**src/rtl/mba_instr_prefetch.sv**
```systemverilog
// Instruction prefetch stage: sequential word fetch from the instruction RAM wrapper
// into a small address-tagged FIFO, drained by decode over valid/ready, with redirect flush.
module mba_instr_prefetch #(
    parameter int                    RAM_SIZE   = 32768,
    parameter int                    ADDR_WIDTH = $clog2(RAM_SIZE) + 1,
    parameter int                    DATA_WIDTH = 32,
    parameter int                    FIFO_DEPTH = 4,
    parameter logic [ADDR_WIDTH-1:0] BOOT_ADDR  = 'h8000
) (
    input  logic                  clk,
    input  logic                  rst,
    input  logic                  req_i,
    input  logic                  branch_i,
    input  logic [ADDR_WIDTH-1:0] branch_addr_i,
    output logic                  instr_valid_o,
    input  logic                  instr_ready_i,
    output logic [DATA_WIDTH-1:0] instr_rdata_o,
    output logic [ADDR_WIDTH-1:0] instr_addr_o,
    output logic                  busy_o,
    output logic                  mem_en_o,
    output logic [ADDR_WIDTH-1:0] mem_addr_o,
    input  logic [DATA_WIDTH-1:0] mem_rdata_i
);

    localparam int                    PTR_W     = $clog2(FIFO_DEPTH);
    localparam int                    CNT_W     = PTR_W + 1;
    localparam logic [CNT_W:0]        DEPTH_V   = (CNT_W + 1)'(FIFO_DEPTH);
    localparam logic [ADDR_WIDTH-1:0] WORD_MASK = ~(ADDR_WIDTH'(3));
    localparam logic [ADDR_WIDTH-1:0] WORD_STEP = ADDR_WIDTH'(4);

    logic [ADDR_WIDTH-1:0] fetch_addr;
    logic [ADDR_WIDTH-1:0] pend_addr_q;
    logic                  pending_q;
    logic [CNT_W-1:0]      count;
    logic [PTR_W-1:0]      rd_ptr;
    logic [PTR_W-1:0]      wr_ptr;
    logic [DATA_WIDTH-1:0] data_mem [FIFO_DEPTH];
    logic [ADDR_WIDTH-1:0] addr_mem [FIFO_DEPTH];

    logic [CNT_W:0] occupancy;
    logic           issue;
    logic           push;
    logic           pop;

    // In-flight response reserves a slot; a same-cycle pop is deliberately not credited.
    assign occupancy = {1'b0, count} + {{CNT_W{1'b0}}, pending_q};
    assign issue     = req_i & ~branch_i & ~rst & (occupancy < DEPTH_V);
    assign push      = pending_q & ~branch_i;
    assign pop       = instr_valid_o & instr_ready_i & ~branch_i;

    assign instr_valid_o = (count != '0);
    assign busy_o        = pending_q | instr_valid_o;
    assign mem_en_o      = issue;
    assign mem_addr_o    = fetch_addr;
    assign instr_rdata_o = data_mem[rd_ptr];
    assign instr_addr_o  = addr_mem[rd_ptr];

    always_ff @(posedge clk) begin
        if (rst) begin
            fetch_addr  <= BOOT_ADDR;
            pend_addr_q <= '0;
            pending_q   <= 1'b0;
            count       <= '0;
            rd_ptr      <= '0;
            wr_ptr      <= '0;
        end else begin
            pending_q <= issue;
            if (issue) begin
                pend_addr_q <= fetch_addr;
            end
            if (branch_i) begin
                fetch_addr <= branch_addr_i & WORD_MASK;
                count      <= '0;
                rd_ptr     <= '0;
                wr_ptr     <= '0;
            end else begin
                if (issue) begin
                    fetch_addr <= fetch_addr + WORD_STEP;
                end
                if (push) begin
                    wr_ptr <= wr_ptr + PTR_W'(1);
                end
                if (pop) begin
                    rd_ptr <= rd_ptr + PTR_W'(1);
                end
                count <= count + CNT_W'(push) - CNT_W'(pop);
            end
        end
    end

    // Payload storage carries no reset; validity is tracked solely by count.
    always_ff @(posedge clk) begin
        if (push && !rst) begin
            data_mem[wr_ptr] <= mem_rdata_i;
            addr_mem[wr_ptr] <= pend_addr_q;
        end
    end

endmodule

```
**config.mk**
```make
export PLATFORM = sky130hd
export DESIGN_NAME = mba_instr_prefetch
export DESIGN_NICKNAME = d
export VERILOG_FILES = /design/src/rtl/mba_instr_prefetch.sv
export SDC_FILE = /design/constraint.sdc
export NUM_CORES = 1
export LEC_CHECK = 0
export BUFFER_PORTS_ARGS = -buffer_cell sky130_fd_sc_hd__buf_4
export CAP_MARGIN = 20
export CORE_MARGIN = 2
export CORE_UTILIZATION = 40
export CTS_CLUSTER_DIAMETER = 150
export DETAILED_ROUTE_END_ITERATION = 8
export GPL_TIMING_DRIVEN = 0
export PLACE_DENSITY_LB_ADDON = 0.12
export SLEW_MARGIN = 20
export SYNTH_ARGS = -nofsm -noshare
export SYNTH_HDL_FRONTEND = slang
export SYNTH_SLANG_ARGS = --single-unit
export TNS_END_PERCENT = 50
```
**constraint.sdc**
```tcl
create_clock -name clk -period 3.3 [get_ports clk]
set_input_delay 0.825 -clock clk [delete_from_list [all_inputs] [get_ports clk]]
set_output_delay 0.825 -clock clk [all_outputs]
set_load 0.05 [all_outputs]
```
==> flow_metrics.env <==
export IMPL_drc_errors=0
export IMPL_clk_pin_slew_ns=0.05
export IMPL_drt_total_wl_um=16610
export IMPL_vias_per_cell=5.103
export IMPL_synthArstFlopShare_pct=0
export IMPL_grt_pass1_vias=4819
export IMPL_arrival_ns=2.34
export IMPL_drtPass1Iterations=4
export IMPL_yosysWarningCount=0
export IMPL_stdcell_count=904
export IMPL_worstMarginPinSlew_ns=0.5791
export IMPL_layout_nets=674
export IMPL_cts_buffers=23
export IMPL_dpl_worst_slack_ns=0.1344
export IMPL_grt_pass1_wl_um=26010
export IMPL_finalCritPeriodShare_pct=95.89
export IMPL_h_tree_depth=1
export IMPL_leakage_nw=3.652
export IMPL_die_w_um=149.7
export IMPL_cts_root_buf="clkbuf_16"
export IMPL_r2r_end="count[2]"
export IMPL_place_gp_congestion=0.8334
export IMPL_antenna_found_initial=0
export IMPL_reg2reg_setup_slack_ns=1.05
export IMPL_rr_worst_depth=9
export IMPL_path_max_fanout=10
export IMPL_post_cts_resized=4
export IMPL_ys_ff_latch=222
export IMPL_postCtsSetupBuffers=0
export IMPL_ctsLongestPathBuffers=3
export IMPL_drive_gt1_share_pct=35.93
export IMPL_skew_ns=0.01076
export IMPL_ioPinCount=120
export IMPL_grt_total_usage_pct=15.06
export IMPL_cts_tree="built"
export IMPL_worstSetupEndpoint="mem_en_o"
export IMPL_coreArea_mm2=0.02096
export IMPL_synth_area_mm2=0.008488
export IMPL_fillerInstances=1799
export IMPL_wl_per_cell_um=18.38
export IMPL_synthFlopType="edfxtp_1"
export IMPL_worstSetupStartpointType="input port"
export IMPL_critPathRequiredTime_ns=2.47
export IMPL_synth_edff_count=184
export IMPL_grt_overflow=0
export IMPL_drv_slew=0
export IMPL_rows=53
export IMPL_hpwl_um=10720
export IMPL_pwr_density_cell_mw_per_mm2=556.6
export IMPL_port_buffers=112
export IMPL_maxCapViolations=0
export IMPL_fmax_mhz=316.0
export IMPL_synth_distinct_cells=50
export IMPL_vdd_ir_drop_max_uv=241.5
export IMPL_outcome="completed"
export IMPL_worst_hold_slack_ns=0.4967
export IMPL_grt_max_degree=43
export IMPL_synth_seq_area_share_pct=74.06
export IMPL_dieArea_mm2=0.02240
export IMPL_diodes=0
export IMPL_drt_iter0_drc=234
export IMPL_area_growth_pct=24.41
export IMPL_hold_buffers=0
export IMPL_postRouteAntennaNets=0
export IMPL_slew_headroom_pct=61.39
export IMPL_clk_latency_ns=0.50
export IMPL_synthCells=468
export IMPL_tns_ns=0
export IMPL_final_min_clock_period_ns=3.164
export IMPL_dp_cells=862
export IMPL_reg2reg_from="count[2]"
export IMPL_cp_startpoint="branch_i"
export IMPL_critical_path_class="input port to output pin"
export IMPL_die_h_um=149.7
export IMPL_end_kind="output pin"
export IMPL_rsz0062_at_grt="no"
export IMPL_postSynthAreaPerCell_um2=18.14
export IMPL_start_util_pct=40.51
export IMPL_post_route_util_pct=50.39
export IMPL_setup_viol_count_final=0
export IMPL_hold_class="flop to flop"
export IMPL_num_vias=4613
export IMPL_clkSinkCount=222
export IMPL_worst_slack_ns=0.1357
export IMPL_timing_final_hold_violations=0
==> layout make-up <==
cell class	instances	area, µm²	area share, %
clock buffer	31	635.6	6.019
clock inverter	11	127.6	1.209
inverter	9	33.78	0.3199
sequential	222	6286	59.53
multi-input combinational	213	2056	19.47
timing repair buffer	116	928.4	8.791
buffer	27	148.9	1.410
tap	275	344.1	3.258
==> worst min path at each step <==
stage	cells past startpoint	endpoint	start
after CTS	2	pend_addr_q[4]	pend_addr_q[4]
after global routing	1	data_mem[2][10]	mem_rdata_i[10]
after detailed placement	0	addr_mem[0][4]	pend_addr_q[4]
after floorplan	0	addr_mem[0][10]	pend_addr_q[10]
after global placement	0	addr_mem[2][14]	pend_addr_q[14]
final	2	pend_addr_q[4]	pend_addr_q[4]
==> cell families (layout without fill, tap and decap cells) <==
family | Yosys count | in the layout | synth area share [%]
other cells | 1 | 4 | 0.04418
buf+inv | 36 | 194 | 2.093
compound gates | 50 | 50 | 3.951
simple gates | 99 | 99 | 5.705
fa+ha+maj | 9 | 9 | 1.415
xor+xnor | 4 | 4 | 0.4128
mux | 47 | 47 | 12.32
flops | 222 | 222 | 74.06
==> through the flow <==
| stage | power, mW | area (µm²) |
|---|---|---|
| final | 5.877 | 10560 |
| after global routing | 6.067 | 10560 |
| after CTS | 5.936 | 10560 |
| after detailed placement | 3.376 | 9792 |
| after global placement | 3.368 | 9684 |
| after floorplan | 3.260 | 8499 |
==> per-layer routing <==
layer	GRT usage, %	vias up	part of all wire (%)
li1	-	2135	-
met1	20.45	2295	43
met2	25.34	154	49
met3	2.348	29	6.0
met4	4.340	0	1.8
met5	0	-	0
==> cells in the mapped netlist (8+ instances only) <==
cell	number	area, µm²
nand2_1	46	172.7
a21oi_1	20	100.1
clkbuf_1	11	41.29
mux4_2	46	1036
nor2_1	11	41.29
dfxtp_1	38	760.7
ha_1	8	100.1
buf_2	10	50.05
nand3_1	8	40.04
inv_1	8	30.03
edfxtp_1	184	5525
==> flip-flops by register name, indices dropped and copies added, names as in the netlist, named ones only <==
signal / cells
addr_mem: 56
count: 3
data_mem: 128
mem_addr_o: 14
pend_addr_q: 14
pending_q: 1
rd_ptr: 2
wr_ptr: 2
==> cells in the final DEF (no fill, tap or decap), types with 5 or more instances in the layout <==
cell type / synthesis / routed
a21oi_1: 20 / 20
clkinv_1: 0 / 5
ha_1: 8 / 8
buf_2: 10 / 10
nand2_1: 46 / 46
edfxtp_1: 184 / 184
inv_1: 8 / 8
clkbuf_1: 11 / 12
nand4_1: 6 / 6
nor2_1: 11 / 11
buf_4: 4 / 116
nand3_1: 8 / 8
mux4_2: 46 / 46
or3_1: 5 / 5
clkbuf_16: 0 / 23
dfxtp_1: 38 / 38
a31oi_1: 6 / 6
==> where the power goes <==
group,internal (mW),total [mW],switching (mW)
logic,0.0943,0.248,0.154
registers,3.04,3.07,0.0264
clock network,1.58,2.56,0.979
total,4.72,5.88,1.16
==> worst max-delay path, stage by stage <==
cell and delay (ns):
buf_4 0.11, buf_2 0.17, nor2_2 0.40, and2_1 0.23, nand2_2 0.09, inv_2 0.07
buf_2 0.21, buf_4 0.23
No activity file was read; power rests on OpenSTA's default activity.
